$ cat src/rtl/fetch_unit.sv
`default_nettype none
// +------------------------------------------------------------------------+
// | Module      : fetch_unit                                               |
// | Description : Instruction fetch stage. Owns the PC, reads instruction  |
// |               words over a req/ack handshake into IR and applies       |
// |               jump/call/ret redirects. Optional return-address stack   |
// |               enabled by defining FETCH_RAS_EN.                        |
// | Revision    : 1.0 - initial release                                    |
// +------------------------------------------------------------------------+
module fetch_unit #(
   parameter int                ADDR_W    = 16,
   parameter logic [ADDR_W-1:0] RESET_PC  = '0,
   parameter int                RAS_DEPTH = 4
) (
   input  logic              clock,
   input  logic              reset,
   input  logic              ir_load,
   input  logic              jump,
   input  logic              call,
   input  logic              ret,
   input  logic [ADDR_W-1:0] target,
   output logic              mem_req,
   output logic [ADDR_W-1:0] mem_addr,
   input  logic              mem_ack,
   input  logic [31:0]       mem_rdata,
   output logic [31:0]       IR,
   output logic              ir_valid,
   output logic              busy,
   output logic [ADDR_W-1:0] pc,
   output logic              ras_ovf,
   output logic              ras_unf
);

   typedef enum logic [0:0] {S_IDLE = 1'b0, S_WAIT = 1'b1} state_t;
   typedef enum logic [1:0] {K_JUMP = 2'd0, K_CALL = 2'd1, K_RET = 2'd2} kind_t;

   state_t              r_state, w_state_next;
   logic [ADDR_W-1:0]   r_pc, w_pc_next;
   logic [31:0]         r_ir, w_ir_next;
   logic                r_ir_valid, w_ir_valid_next;
   logic                r_mem_req, w_mem_req_next;
   logic [ADDR_W-1:0]   r_mem_addr, w_mem_addr_next;
   logic                r_pend_fetch, w_pend_fetch_next;
   logic                r_pend_redir, w_pend_redir_next;
   kind_t               r_pend_kind, w_pend_kind_next;
   logic [ADDR_W-1:0]   r_pend_target, w_pend_target_next;

   logic                w_req_valid;
   kind_t               w_req_kind;
   logic                w_apply;
   kind_t               w_apply_kind;
   logic [ADDR_W-1:0]   w_apply_target;

`ifdef FETCH_RAS_EN
   localparam int                c_SP_W = $clog2(RAS_DEPTH);
   localparam logic [c_SP_W:0]   c_FULL = (c_SP_W+1)'(RAS_DEPTH);
   localparam logic [c_SP_W:0]   c_ONE  = 1;

   logic [ADDR_W-1:0]   r_ras [RAS_DEPTH];
   logic [c_SP_W:0]     r_ras_cnt;
   logic                r_ovf, r_unf;
   logic                w_push, w_pop, w_ovf_set, w_unf_set;

   // Request decode with fixed priority jump > call > ret
   always_comb begin
      w_req_valid = jump | call | ret;
      w_req_kind  = jump ? K_JUMP : (call ? K_CALL : K_RET);
   end
`else
   logic                w_unused;

   // Without a stack, call degenerates to jump and ret is dropped
   always_comb begin
      w_req_valid = jump | call;
      w_req_kind  = K_JUMP;
   end
   assign w_unused = ^{ret, RAS_DEPTH[0]};
`endif

   // Next-state, datapath and redirect resolution
   always_comb begin
      w_state_next       = r_state;
      w_pc_next          = r_pc;
      w_ir_next          = r_ir;
      w_ir_valid_next    = 1'b0;
      w_mem_req_next     = r_mem_req;
      w_mem_addr_next    = r_mem_addr;
      w_pend_fetch_next  = r_pend_fetch;
      w_pend_redir_next  = r_pend_redir;
      w_pend_kind_next   = r_pend_kind;
      w_pend_target_next = r_pend_target;
      w_apply            = 1'b0;
      w_apply_kind       = K_JUMP;
      w_apply_target     = target;
`ifdef FETCH_RAS_EN
      w_push             = 1'b0;
      w_pop              = 1'b0;
      w_ovf_set          = 1'b0;
      w_unf_set          = 1'b0;
`endif
      case (r_state)
         S_IDLE: begin
            if (w_req_valid) begin
               // Redirect wins the edge; a coincident fetch waits one cycle
               w_apply           = 1'b1;
               w_apply_kind      = w_req_kind;
               w_apply_target    = target;
               w_pend_fetch_next = ir_load | r_pend_fetch;
            end else if (ir_load || r_pend_fetch) begin
               w_pend_fetch_next = 1'b0;
               w_mem_req_next    = 1'b1;
               w_mem_addr_next   = r_pc;
               w_state_next      = S_WAIT;
            end
         end
         S_WAIT: begin
            if (w_req_valid) begin
               w_pend_redir_next  = 1'b1;
               w_pend_kind_next   = w_req_kind;
               w_pend_target_next = target;
            end
            if (mem_ack) begin
               w_ir_next         = mem_rdata;
               w_ir_valid_next   = 1'b1;
               w_mem_req_next    = 1'b0;
               w_pc_next         = r_pc + ADDR_W'(1);
               w_state_next      = S_IDLE;
               w_pend_redir_next = 1'b0;
               if (w_req_valid) begin
                  w_apply        = 1'b1;
                  w_apply_kind   = w_req_kind;
                  w_apply_target = target;
               end else if (r_pend_redir) begin
                  w_apply        = 1'b1;
                  w_apply_kind   = r_pend_kind;
                  w_apply_target = r_pend_target;
               end
            end
         end
         default: w_state_next = S_IDLE;
      endcase

      // A ret on an empty stack leaves w_pc_next at its fall-through value
      if (w_apply) begin
         case (w_apply_kind)
            K_JUMP: w_pc_next = w_apply_target;
            K_CALL: begin
               w_pc_next = w_apply_target;
`ifdef FETCH_RAS_EN
               if (r_ras_cnt == c_FULL) w_ovf_set = 1'b1;
               else                     w_push    = 1'b1;
`endif
            end
            K_RET: begin
`ifdef FETCH_RAS_EN
               if (r_ras_cnt == '0) begin
                  w_unf_set = 1'b1;
               end else begin
                  w_pop     = 1'b1;
                  w_pc_next = r_ras[c_SP_W'(r_ras_cnt - c_ONE)];
               end
`endif
            end
            default: ;
         endcase
      end
   end

   // FSM state register
   always_ff @(posedge clock) begin
      if (reset) r_state <= S_IDLE;
      else       r_state <= w_state_next;
   end

   // Datapath registers
   always_ff @(posedge clock) begin
      if (reset) begin
         r_pc          <= RESET_PC;
         r_ir          <= '0;
         r_ir_valid    <= 1'b0;
         r_mem_req     <= 1'b0;
         r_mem_addr    <= '0;
         r_pend_fetch  <= 1'b0;
         r_pend_redir  <= 1'b0;
         r_pend_kind   <= K_JUMP;
         r_pend_target <= '0;
      end else begin
         r_pc          <= w_pc_next;
         r_ir          <= w_ir_next;
         r_ir_valid    <= w_ir_valid_next;
         r_mem_req     <= w_mem_req_next;
         r_mem_addr    <= w_mem_addr_next;
         r_pend_fetch  <= w_pend_fetch_next;
         r_pend_redir  <= w_pend_redir_next;
         r_pend_kind   <= w_pend_kind_next;
         r_pend_target <= w_pend_target_next;
      end
   end

`ifdef FETCH_RAS_EN
   // Return-address stack: the current PC is pushed, flags are sticky
   always_ff @(posedge clock) begin
      if (reset) begin
         r_ras_cnt <= '0;
         r_ovf     <= 1'b0;
         r_unf     <= 1'b0;
      end else begin
         if (w_push) begin
            r_ras[c_SP_W'(r_ras_cnt)] <= r_pc;
            r_ras_cnt                 <= r_ras_cnt + c_ONE;
         end else if (w_pop) begin
            r_ras_cnt <= r_ras_cnt - c_ONE;
         end
         if (w_ovf_set) r_ovf <= 1'b1;
         if (w_unf_set) r_unf <= 1'b1;
      end
   end

   assign ras_ovf = r_ovf;
   assign ras_unf = r_unf;
`else
   assign ras_ovf = 1'b0;
   assign ras_unf = 1'b0;
`endif

   assign mem_req  = r_mem_req;
   assign mem_addr = r_mem_addr;
   assign IR       = r_ir;
   assign ir_valid = r_ir_valid;
   assign busy     = (r_state == S_WAIT);
   assign pc       = r_pc;

endmodule
`default_nettype wire
$ cat config.mk
export PLATFORM = sky130hd
export DESIGN_NAME = fetch_unit
export DESIGN_NICKNAME = d
export VERILOG_FILES = /design/src/rtl/fetch_unit.sv
export SDC_FILE = /design/constraint.sdc
export NUM_CORES = 1
export LEC_CHECK = 0
export CORE_MARGIN = 2
export CORE_UTILIZATION = 48
export DETAILED_ROUTE_END_ITERATION = 12
export PLACE_DENSITY = 0.85
export RECOVER_POWER = 100
export SETUP_SLACK_MARGIN = 0.15
export SLEW_MARGIN = 15
export SYNTH_ARGS = -nofsm -noshare
export SYNTH_HDL_FRONTEND = slang
export SYNTH_SLANG_ARGS = --single-unit
$ cat constraint.sdc
create_clock -name clock -period 3 [get_ports clock]
set_input_delay 0.45 -clock clock [delete_from_list [all_inputs] [get_ports clock]]
set_output_delay 0.45 -clock clock [all_outputs]
set_load 0.1 [all_outputs]
==> Word level (Yosys, flattened, before mapping) <==
Index checks and enable logic that the tools add are counted.
{ "totals": {"register_bits": 85, "latchBits": 0, "mem_bits_rw": 0, "mem_bits_ro": 0, "inputBits": 55, "out_inout_bits": 69, "word_cells": 55, "mem_count": 0} }
{ "op_classes": {"add_sub_neg": 1, "multipliers": 0, "div_mod_pow": 0, "order_cmp": 0, "n_eq_ne": 3, "n_shift": 0, "muxes": 25, "bitwise_logic": 4, "reduce_logical": 13} }
{ "ops": {"columns": ["cell", "n"], "rows": [
  ["two-way mux 16 bit", 6],
  ["case mux 16 bit (2 select lines)", 1],
  ["adder 16 x 1 -> 16 bit, second input constant", 1],
  ["two-way mux 1 bit", 15],
  ["AND reduction 2 bit", 5],
  ["nonzero test 2 bit", 4],
  ["inequality test 2 bit, second input constant", 3],
  ["case mux 1 bit (2 select lines)", 3],
  ["AND reduction 3 bit", 2],
  ["inverter 1 bit", 2],
  ["bitwise OR 1 bit", 2],
  ["OR reduction 2 bit", 1],
  ["logical OR 1 bit", 1]
]} }

==> Logic depth before layout (Yosys ltp) <==
{ "depth": {"ltp_word": 6, "depth_mapped": 8, "mapped_depth_nobuf": 6} }

==> Least setup slack after synthesis <==
No wires, ideal clock.
{ "synth_path": {"path_type": "flip-flop to flip-flop", "start": "reg r_pc[0], in the netlist pc[0]", "end": "reg r_pc[6], in the netlist pc[6]", "setup_time_ps": 103, "t_arrival_ps": 2306, "slack_ps": 590, "stages_incl_launch_ff": 7, "path_buffers": 0, "period_less_slack_ps": 2410, "path_cell_list": "dfxtp_1 -> ha_1 -> and4_1 -> nand2_1 -> a21oi_1 -> nor2_1 -> a2111oi_2"} }
{ "synth_via": {"elab_chain_len": 4} }
{ "synth_lines": {"columns": ["item", "line_no", "source"], "rows": [
  ["from (decl)", "38", "logic [ADDR_W-1:0] r_pc, w_pc_next;"],
  ["from (signal assigned)", "188", "r_pc <= w_pc_next;"],
  ["adder 16 x 1 -> 16 bit", "126", "w_pc_next = r_pc + ADDR_W'(1);"],
  ["two-way mux 16 bit", "122", "if (mem_ack) begin"],
  ["two-way mux 16 bit", "101", "case (r_state)"],
  ["two-way mux 16 bit", "144", "if (w_apply) begin"]
]} }
No other way between the ends. The select of a mux whose other input is x is not followed.
A chain may end at the register's enable or synchronous reset.

==> Worst setup path in the final report <==
{ "layout_path": {"start": "in mem_ack", "end": "reg r_pc[2], in the netlist pc[2]"} }
{ "layout_via": {"elab_chain_len": 4, "elab_cells_between_ends": 8} }
{ "layout_lines": {"columns": ["item", "line_no", "source"], "rows": [
  ["from (decl)", "24", "input logic mem_ack,"],
  ["two-way mux 1 bit", "122", null],
  ["case mux 1 bit (2 select lines)", "101", null],
  ["nonzero test 2 bit (no line)", null, null],
  ["AND reduction 2 bit (no line)", null, null]
]} }
Several ways; a longest one is shown, not always the timed one.

==> reports/results.txt <==
prevailing post-synth register cell: dfxtp_1
sequential fraction of the synthesis area: 0.496
TritonCTS clock tree: built
CP startpoint: mem_ack
worst setup margin: 0.524 ns
# diodes: 0
endpoints failing hold: 0
fin util: 0.643
worst path required time: 3.28 ns
top-area cell type share of the netlist area: 0.496
layout cells sized above 1: 0.0600
Synth area leader: dfxtp_1
Die Span X: 88.5 µm
status: complete, no violations
critical-path cell list: dlygate4sd3_1 -> nor2b_1 -> or2_0 -> a21oi_1 -> a221o_1 -> a21oi_1
Final Max Tran Viols: 0
clk buf depth: 2
RSZ-0062 raised after global routing: no
root buffer cell: clkbuf_8
area of the multi-input gates: 1580 µm²
Final Setup Violations: 0
HPWL after DPL: 6450 µm
site row count: 30
Die ar.: 7830 µm²
pin count of the biggest net entering global routing: 36
clock sink count: 85
Setup TNS: 0 ns
Resize count post-CTS: 0
Starting DRT DRC Count: 246
CTS Buf Count: 9
r2r worst-path depth: 5
setup bufs post-CTS: 0
dpl ws: 0.243 ns
pwr/cell area: 580 nW/µm²
Max-Cap Viols: 0
final std cells w/o fill: 596
DRT antenna net count: 0
post-DR vias/cell: 5.47
Die Y: 88.5 µm
FF-to-FF setup slack: 0.64 ns
storage element area: 1700 µm²
remaining global-route overflow: 0
# IOs: 124
most frequent cell after synthesis: dfxtp_1
# nets final: 553
max incr delay on CP: 0.70 ns
Worst Hold Class: reg2reg
most used cell, CP: a21oi_1
slowest CP cell: or2_0
initial antenna violation count: 0
global-route wire length before repair: 14100 µm
worst flop-to-flop path startpoint: busy
crit path to: pc[2]
ranking of synthesized cells by area: dfxtp_1, nand2_1, a22o_1, a21oi_1, clkbuf_1
htree depth: 3
Slew headroom: 0.105
Pleak: 1.59 nW
Yosys reg bits: 85
DR pass1 iterations: 4
r2r endpoint: pc[2]
synthesized area: 3430 µm²
Worst-Margin Slew: 1.34 ns
Crit. End Element: flop
Tot GR Track Use: 0.233
Avg Cell Area, Syn: 8.88 µm²
Crit Path Max Fanout: 14
WP data arrival: 2.75 ns
post-route clock period utilization: 0.825
hold bufs inserted after CTS: 0
synth-to-layout area growth: 28.8%
Final min period: 2.48 ns
Peak VDD IR: 300 µV
CORE AREA: 6870 µm²
wirelength, routed: 9060 µm
asr flop ratio synth: 0
startpoint types: input pin
Worst-Skew Late Latency: 0.36 ns
commonest cells in the netlist: dfxtp_1, nand2_1, a21oi_1
placed instance count: 582
Total Power: 0.00256 W
number of synthesized flops with an enable pin: 0
initial core utilization: 0.499
Yosys warnings: 0
gpl congestion: 0.830
Setup Skew: 0.0121 ns
critical path class: in2reg
drt drc: 0
synth unique cells: 52
via count: 3260
fmax: 0.404 GHz
via count of the first global-routing pass: 2916
FILL cells: 660
WL/cell: 15.2 µm
Mapped Cells: 386
PortBufs: 120
clk slew on worst S/H paths: 0.08 ns
## final cells by class
class	instances	area share
Clock buffer	10	0.0289
Clock inverter	4	0.0116
Inverter	2	0.00170
Multi-Input combinational cell	271	0.358
Sequential cell	85	0.385
Tap cell	96	0.0272
Timing Repair Buffer	128	0.188
## sequential cells by signal, summed over array words and instances (netlist names)
register and count:
IR 32, mem_addr 16, pc 16, r_pend_target 16, busy 1, ir_valid 1, mem_req 1, r_pend_fetch 1
r_pend_redir 1
## cell families after synthesis
family,after synthesis,synth area share
adders and majority gates,1,0.00365
and+or+nand+nor,137,0.188
DFF,85,0.496
other,1,0.00109
buffers and inverters,31,0.0434
muxes,5,0.0164
AOI/OAI and AO/OA,126,0.251
## critical path, delay by kind of cell
family	cells	cell delay [ns]
buffers and inverters	1	0.61
AOI/OAI and AO/OA	3	0.58
and+or+nand+nor	2	1.10
## report_power, final
part / switching, W / leakage [nW] / internal [W]
registers: 0.0000559 / 0.692 / 0.00118
logic: 0.000428 / 0.812 / 0.000139
clock network: 0.000388 / 0.0882 / 0.000376
total: 0.000872 / 1.59 / 0.00169
## placed cells by master (no fill, tap or decap), types with 2 or more instances in the layout
cell type / n
or3_1: 4
or2_2: 2
o21a_1: 5
nor2_1: 15
a31oi_1: 6
a22o_1: 33
nand4_1: 2
o22ai_1: 3
nand2_1: 80
dlygate4sd3_1: 2
a22oi_1: 4
a21oi_1: 47
nand3_1: 6
nor2b_1: 3
nor3_1: 8
buf_4: 6
clkbuf_8: 9
clkbuf_1: 70
conb_1: 2
clkdlybuf4s50_1: 50
dfxtp_1: 85
nand2b_1: 3
mux2i_1: 3
a211oi_1: 4
and3_1: 2
and4bb_1: 2
or2_0: 2
inv_1: 2
o21ai_0: 9
o21ai_1: 2
## per-stage QoR
stage / area, µm² / hold WS [ns]
finish: 4420 / 0.456
floorplan: 3430 / 0.432
CTS: 4680 / 0.458
detailed placement: 4510 / 0.446
global placement: 4510 / 0.439
global route: 4420 / 0.477
## worst min path at each step
stage	depth (start not counted)	end	from	slack, ns
after floorplan	2	r_pend_target[5]	r_pend_target[5]	0.43
after detailed placement	2	r_pend_target[12]	r_pend_target[12]	0.45
after global placement	2	r_pend_target[5]	r_pend_target[5]	0.44
after CTS	2	r_pend_target[12]	r_pend_target[12]	0.46
after global routing	2	r_pend_target[0]	r_pend_target[0]	0.48
final	2	r_pend_target[12]	r_pend_target[12]	0.46
## per-layer routing
metal,up-vias,track usage,wire length [µm],share of wire
met1,1498,0.300,3900,0.43
li1,1597,-,-,-
met3,11,0.0606,832,0.092
met4,0,0.103,136,0.015
met2,154,0.369,4190,0.46
met5,-,0,0,0
Note: power is estimated with default switching activity, not from simulation.
